==> config.mk <==
export PLATFORM = sky130hd
export DESIGN_NAME = fft_seq_ctrl
export DESIGN_NICKNAME = d
export VERILOG_FILES = /design/src/rtl/fft_seq_ctrl.sv
export SDC_FILE = /design/constraint.sdc
export NUM_CORES = 1
export LEC_CHECK = 0
export CORE_MARGIN = 3
export CORE_UTILIZATION = 35
export CTS_BUF_LIST = sky130_fd_sc_hd__clkbuf_16
export CTS_CLUSTER_SIZE = 16
export DETAILED_ROUTE_END_ITERATION = 16
export GPL_TIMING_DRIVEN = 0
export PLACE_DENSITY_LB_ADDON = 0.3
export SLEW_MARGIN = 10
export SYNTH_ARGS = -nofsm -noshare
export SYNTH_HDL_FRONTEND = slang
export SYNTH_SLANG_ARGS = --single-unit
export TNS_END_PERCENT = 1
==> constraint.sdc <==
create_clock -name clk -period 2 [get_ports clk]
set_input_delay 0.2 -clock clk [delete_from_list [all_inputs] [get_ports clk]]
set_output_delay 0.2 -clock clk [all_outputs]
set_load 0.02 [all_outputs]
==> src/rtl/fft_seq_ctrl.sv <==
// Sequencer for an in-place radix-2 DIT FFT core.
// Drives sample RAM writes (bit-reversed), butterfly issue with operand and
// twiddle addressing, a fixed-latency writeback pipeline, and natural-order
// result readout. Carries no sample data itself.
module fft_seq_ctrl #(
    parameter int LOG2N  = 3,
    parameter int BF_LAT = 2,
    localparam int TW_W  = (LOG2N > 2) ? LOG2N - 1 : 1
) (
    input  logic             clk,
    input  logic             rst,
    input  logic             start,
    input  logic             in_valid,
    input  logic             out_ready,
    output logic             ld_we,
    output logic [LOG2N-1:0] ld_addr,
    output logic             bf_en,
    output logic [LOG2N-1:0] addr_a,
    output logic [LOG2N-1:0] addr_b,
    output logic [TW_W-1:0]  tw_idx,
    output logic             wb_en,
    output logic [LOG2N-1:0] wb_addr_a,
    output logic [LOG2N-1:0] wb_addr_b,
    output logic             rd_en,
    output logic [LOG2N-1:0] rd_addr,
    output logic             out_valid,
    output logic [LOG2N-1:0] stage,
    output logic             busy,
    output logic             done
);

    typedef enum logic [2:0] {
        S_IDLE,
        S_LOAD,
        S_CALC,
        S_WAIT,
        S_UNLOAD
    } state_t;

    localparam logic [LOG2N-1:0] CNT_LAST   = '1;
    localparam logic [LOG2N-2:0] J_LAST     = '1;
    localparam logic [LOG2N-1:0] STAGE_LAST = LOG2N'(LOG2N - 1);
    localparam logic [2:0]       WAIT_LAST  = 3'(BF_LAT - 1);

    state_t                          state_q, state_d;
    logic [LOG2N-1:0]                cnt_q, cnt_d;
    logic [LOG2N-2:0]                j_q, j_d;
    logic [LOG2N-1:0]                stage_q, stage_d;
    logic [2:0]                      wait_q, wait_d;
    logic                            out_valid_q, out_valid_d;
    logic                            done_q, done_d;
    logic [BF_LAT-1:0]               wbv_q, wbv_d;
    logic [BF_LAT-1:0][LOG2N-1:0]    wba_q, wba_d;
    logic [BF_LAT-1:0][LOG2N-1:0]    wbb_q, wbb_d;

    logic [LOG2N-1:0] jx;
    logic [LOG2N-1:0] half;
    logic [LOG2N-1:0] mask;
    logic [LOG2N-1:0] calc_a;
    logic [LOG2N-1:0] calc_b;
    logic [LOG2N-1:0] tw_shift;
    logic [TW_W-1:0]  calc_tw;
    logic [LOG2N-1:0] cnt_rev;

    // Butterfly addressing: insert a zero at bit 'stage' of j to get the upper operand
    always_comb begin
        jx       = {1'b0, j_q};
        half     = LOG2N'(1) << stage_q;
        mask     = half - LOG2N'(1);
        calc_a   = ((jx & ~mask) << 1) | (jx & mask);
        calc_b   = calc_a | half;
        tw_shift = STAGE_LAST - stage_q;
        calc_tw  = TW_W'((jx & mask) << tw_shift);
        cnt_rev  = '0;
        for (int i = 0; i < LOG2N; i++) begin
            cnt_rev[i] = cnt_q[LOG2N-1-i];
        end
    end

    // Output decode from the current state; everything idles at zero
    always_comb begin
        ld_we   = 1'b0;
        ld_addr = '0;
        bf_en   = 1'b0;
        addr_a  = '0;
        addr_b  = '0;
        tw_idx  = '0;
        rd_en   = 1'b0;
        rd_addr = '0;
        stage   = '0;
        busy    = 1'b0;
        case (state_q)
            S_LOAD: begin
                ld_we   = in_valid;
                ld_addr = cnt_rev;
                stage   = stage_q;
                busy    = 1'b1;
            end
            S_CALC: begin
                bf_en   = 1'b1;
                addr_a  = calc_a;
                addr_b  = calc_b;
                tw_idx  = calc_tw;
                stage   = stage_q;
                busy    = 1'b1;
            end
            S_WAIT: begin
                stage   = stage_q;
                busy    = 1'b1;
            end
            S_UNLOAD: begin
                rd_en   = out_ready;
                rd_addr = cnt_q;
                stage   = stage_q;
                busy    = 1'b1;
            end
            default: begin
                busy    = 1'b0;
            end
        endcase
    end

    assign wb_en     = wbv_q[BF_LAT-1];
    assign wb_addr_a = wba_q[BF_LAT-1];
    assign wb_addr_b = wbb_q[BF_LAT-1];
    assign out_valid = out_valid_q;
    assign done      = done_q;

    // Phase sequencing plus the writeback delay line that trails each butterfly
    always_comb begin
        state_d     = state_q;
        cnt_d       = cnt_q;
        j_d         = j_q;
        stage_d     = stage_q;
        wait_d      = wait_q;
        done_d      = 1'b0;
        out_valid_d = rd_en;

        wbv_d    = wbv_q;
        wba_d    = wba_q;
        wbb_d    = wbb_q;
        wbv_d[0] = bf_en;
        wba_d[0] = addr_a;
        wbb_d[0] = addr_b;
        for (int k = 1; k < BF_LAT; k++) begin
            wbv_d[k] = wbv_q[k-1];
            wba_d[k] = wba_q[k-1];
            wbb_d[k] = wbb_q[k-1];
        end

        case (state_q)
            S_IDLE: begin
                if (start) begin
                    state_d = S_LOAD;
                    cnt_d   = '0;
                    j_d     = '0;
                    stage_d = '0;
                    wait_d  = '0;
                end
            end
            S_LOAD: begin
                if (in_valid) begin
                    if (cnt_q == CNT_LAST) begin
                        state_d = S_CALC;
                        cnt_d   = '0;
                        stage_d = '0;
                        j_d     = '0;
                    end else begin
                        cnt_d = cnt_q + 1'b1;
                    end
                end
            end
            S_CALC: begin
                if (j_q == J_LAST) begin
                    state_d = S_WAIT;
                    j_d     = '0;
                    wait_d  = '0;
                end else begin
                    j_d = j_q + 1'b1;
                end
            end
            S_WAIT: begin
                if (wait_q == WAIT_LAST) begin
                    wait_d = '0;
                    if (stage_q == STAGE_LAST) begin
                        state_d = S_UNLOAD;
                        cnt_d   = '0;
                    end else begin
                        state_d = S_CALC;
                        stage_d = stage_q + 1'b1;
                    end
                end else begin
                    wait_d = wait_q + 1'b1;
                end
            end
            S_UNLOAD: begin
                if (rd_en) begin
                    if (cnt_q == CNT_LAST) begin
                        state_d = S_IDLE;
                        cnt_d   = '0;
                        done_d  = 1'b1;
                    end else begin
                        cnt_d = cnt_q + 1'b1;
                    end
                end
            end
            default: begin
                state_d = S_IDLE;
            end
        endcase
    end

    // State registers; reset aborts a frame and flushes pending writebacks
    always_ff @(posedge clk) begin
        if (rst) begin
            state_q     <= S_IDLE;
            cnt_q       <= '0;
            j_q         <= '0;
            stage_q     <= '0;
            wait_q      <= '0;
            out_valid_q <= 1'b0;
            done_q      <= 1'b0;
            wbv_q       <= '0;
            wba_q       <= '0;
            wbb_q       <= '0;
        end else begin
            state_q     <= state_d;
            cnt_q       <= cnt_d;
            j_q         <= j_d;
            stage_q     <= stage_d;
            wait_q      <= wait_d;
            out_valid_q <= out_valid_d;
            done_q      <= done_d;
            wbv_q       <= wbv_d;
            wba_q       <= wba_d;
            wbb_q       <= wbb_d;
        end
    end

endmodule

# == Word level (Yosys, flattened, before mapping) ==
# Index checks and enable logic that the tools add are counted.
# W data, S select, Z words.
# word_totals
regBits,30
latchBits,0
ramBits,0
romBits,0
output_inout_bits,30
mem_count,0
# op_classes
addsub,6
multipliers,0
n_div,0
n_lt_le_gt_ge,0
n_eq_ne,17
n_shift,2
n_mux,39
bitwise,7
reduce_logical,12
# ops
cell,n
$mux W3,24
$ne A2 B2 Y1 const B,9
$pmux W3 S3,2
$pmux W3 S5,1
$pmux W3 S4,1
$reduce_and A6 Y1,2
$mux W2,5
$add A3 B1 Y3 const B,3
$eq A3 B2 Y1 const B,3
$reduce_bool A3 Y1,3
$reduce_and A7 Y1,1
$eq A3 B1 Y1 const B,2
$eq A3 B3 Y1 const B,2
$or A3 B3 Y3,2
$pmux W2 S3,1
$mux W1,5
$reduce_and A4 Y1,1
$reduce_bool A4 Y1,1
$reduce_or A4 Y1,1
$and A2 B3 Y3,1
$logic_not A3 Y1,1
$reduce_and A3 Y1,1
$reduce_or A3 Y1,1
$shl A1 B3 Y3 const A,1
other kinds (8),9

# == Longest topological paths before layout ==
# depth
ltp_word,7
ltp_mapped,7

# == Least setup slack after synthesis ==
# Ideal clock, no wire load.
# synth_path
kind,register -> output
from,register state_q[1]
to,output tw_idx[0]
t_arrival_ps,1964
path_slack_ps,-164
stages_incl_launch_ff,7
n_path_buf,1
path_cell_list,dfxtp_1 -> inv_1 -> or3_1 -> clkbuf_1 -> inv_1 -> nand2_1 -> nor4_1
# synth_between
elab_chain_cells,2
# synth_rtl
element,line,rtl
start: declaration,45,"state_t state_q, state_d;"
start signal: assignment,227,state_q <= state_d;
$eq A3 B2 Y1,92,case (state_q)
$mux W2,92,
end: declaration,20,"output logic [TW_W-1:0] tw_idx,"
# No other way between the ends.

# == Worst setup path after layout ==
# layout_path
from,register state_q[2]
to,output tw_idx[1]
# Same word-level chain as after synthesis.

==> run metrics <==
Synth Instances 190; unrepaired setup endpoints after global routing yes; Clk pwr share 42.0%; DR WL/cell 13.2 µm; critical path fanouts, max 10; synthesized area 1640 µm²; CTS clk-pin slew, worst paths 50 ps; top cell type's share of synthesized area 36.6%; status completed; H-tree level count 2; cell family contributing the most delay on the critical path simple AND/OR/NAND/NOR gates; Final Slew Violations 0; Period minus WS final 1970 ps; area of the die 5550 µm²; Fin. Hold Viols 0; crit share post-route 98.4%; Final Setup Violations 0; P_leak 0.00100 µW; via count 1467; Critical-path top delay cell or3_1; Ports 35; area of the core 4440 µm²; fin area 2340 µm²; dominant synthesized flop cell dfxtp_1; Switch Pwr 656 µW; DRC 0; Fmax 0.508 GHz; Root Driver clkbuf_16; relative slew slack 67.9%; Initial Util 37.0%; die extent in x 74.5 µm; crit start category flip-flop; P&R area growth vs syn 42.3%; Die Ht 74.5 µm; max-cap violation count 0; distinct cell type count after synthesis 47; Worst Tran Pin Value 475 ps; asr flop ratio synth 0%; CP bufs+invs 4; DRT Wirelength 3.76 mm; placement-stage cell area 2040 µm²; Yosys top cell by area dfxtp_1; Post-synth EDFFs 0; CTS Sinks 30; TritonCTS clock tree built; Max VDD drop 0.000477 V; clk_skew 6.45 ps; layout cell share with drive strength beyond 1 22.3%; Worst Setup End Kind output pin; Gate power share 28.5%; power after layout 2300 µW; Yosys Warn Count 0; Pre-Repair DR Iteration Count 4; total track usage 14.7%; setup TNS 0 ps; Iter 0 DRT Violations 95; #FFs+latches synth 30; fin nets 244; worst hold path class in2reg; Int Pwr 1640 µW; CP Class reg2out; most frequent CP cell buf_4; vias in the first global route 1342; Cell Chain, Critical Path buf_4 > or3_1 > clkbuf_8 > inv_4 > nand2_1 > nor3_2 > buf_4; post-DP HPWL 2.66 mm; setup ws final 31.9 ps; ANT cells 0; clk_lat worst skew 270 ps; number of vias per cell 5.15; share of power burned in registers 29.5%; Routed Antenna Nets 0; grt ovf 0; sw frac 28.6%; Post-CTS Hold Buffers 0; P per Cell Area 982 nW/µm²; Syn Nets 202; ranking of synthesized cells by area dfxtp_1 37%, ha_1 5.3%, nand2b_1 3.8%; cts bufs inserted 5; Synth top cells by count 30 x dfxtp_1, 12 x nand2_1, 12 x nor2_1; Required @ worst endpoint 1800 ps; most common cell in the netlist dfxtp_1; initial antenna violation count 0; first-pass GRT wire length 6.35 mm; CP max stage delay 350 ps; largest net degree at the start of global routing 11; gpl congestion 0.803; IO Port Bufs 33; pre-CTS setup slack -507 ps; WP data arrival 1770 ps; Synth Area per Inst 8.65 µm²; Row Count 24; clk buf depth 2; sequential fraction of the synthesis area 36.6%
cells by family (layout without fill, tap and decap cells):
group,Yosys count,after routing,share of synthesized area (%)
compound gates,31,31,13.3
xor+xnor,4,4,2.13
fa+ha+maj,7,7,5.33
buf+inv,25,68,7.77
flops,30,30,36.6
mux,6,6,3.73
simple gates,87,87,31.1
power by group through the flow:
| stage | Combinational (µW) | Clock (µW) | Sequential (µW) |
|---|---|---|---|
| floorplan | 413 | 0 | 678 |
| detailed placement | 579 | 0 | 686 |
| global route | 717 | 1010 | 682 |
| finish | 653 | 964 | 679 |
| global placement | 576 | 0 | 685 |
| CTS | 628 | 983 | 683 |
worst reg2reg max path, cell delays in order, from the launching register on:
cell	delay [ps]
dfxtp_1	350
ha_1	200
ha_4	170
nor4b_1	70
or3_1	400
or4_1	500
a21oi_1	180
area by class of cell:
cell class | instances | area [µm²]
buffer | 16 | 111
clock buffer | 5 | 125
clock inverter | 3 | 63.8
fill | 429 | 2110
inverter | 9 | 36.3
multi-input combinational | 135 | 1000
sequential | 30 | 611
tap | 52 | 65.1
timing repair buffer | 35 | 325
timing repair:
action                                  CTS  global route
hold endpoints to repair                  0             0
pin swaps                                 2             0
buffers inserted                          0             2
gates resized for setup                  50            17
endpoints found under the setup margin   18             9
final timing paths:
kind         startpoint           end  slack [ps]  depth (start not counted)
max          state_q[2]     tw_idx[1]          30                          7
min reg2reg    wbb_d[3]  wb_addr_b[0]         430                          1
min                 rst     out_valid         350                          2
max reg2reg    cnt_q[1]    state_q[2]          60                          6
through the flow:
step | util, % | std cells | hold WS, ps
after floorplan | - | 190 | 414
after global placement | 46.0 | 275 | 418
after detailed placement | 46.0 | 275 | 425
after CTS | 51.2 | 283 | 356
after global routing | 52.6 | 285 | 384
final | 52.6 | 285 | 351
state kept, by name, summed over array words and instances (netlist names):
name	cells
j_q	2
wait_q	3
cnt_q	3
wb_addr_b	3
wb_addr_a	3
wbv_q	2
wbb_d	3
wba_d	3
stage_q	3
done	1
out_valid	1
state_q	3
placed cells by master, fill, tap and decap left out, types with 3 or more instances in the layout:
| cell | synthesis | final |
|---|---|---|
| nor2b_1 | 8 | 8 |
| a31oi_1 | 3 | 3 |
| nor2_1 | 12 | 11 |
| and2_1 | 8 | 8 |
| clkbuf_1 | 8 | 5 |
| mux2i_1 | 5 | 5 |
| inv_2 | 0 | 3 |
| dlygate4sd2_1 | 0 | 6 |
| ha_4 | 0 | 3 |
| a21oi_1 | 9 | 9 |
| nor3b_1 | 3 | 3 |
| buf_4 | 7 | 17 |
| clkbuf_16 | 0 | 5 |
| inv_1 | 9 | 5 |
| nand2b_1 | 10 | 10 |
| clkdlybuf4s50_1 | 0 | 16 |
| and3_1 | 9 | 9 |
| dfxtp_1 | 30 | 26 |
| ha_1 | 7 | 4 |
| o21ai_0 | 4 | 4 |
| nand2_1 | 12 | 12 |
| dlymetal6s2s_1 | 0 | 3 |
| nor3_1 | 7 | 6 |
| nor4b_1 | 3 | 3 |
per-layer routing:
layer	vias up	GRT usage, %	wire length [µm]	part of all wire (%)
li1	746	-	-	-
met1	687	20.3	1810	48
met2	30	22.2	1770	47
met3	4	3.78	122	3.2
met4	0	4.94	51	1.4
met5	-	0	0	0
No activity file was read; power rests on OpenSTA's default activity.
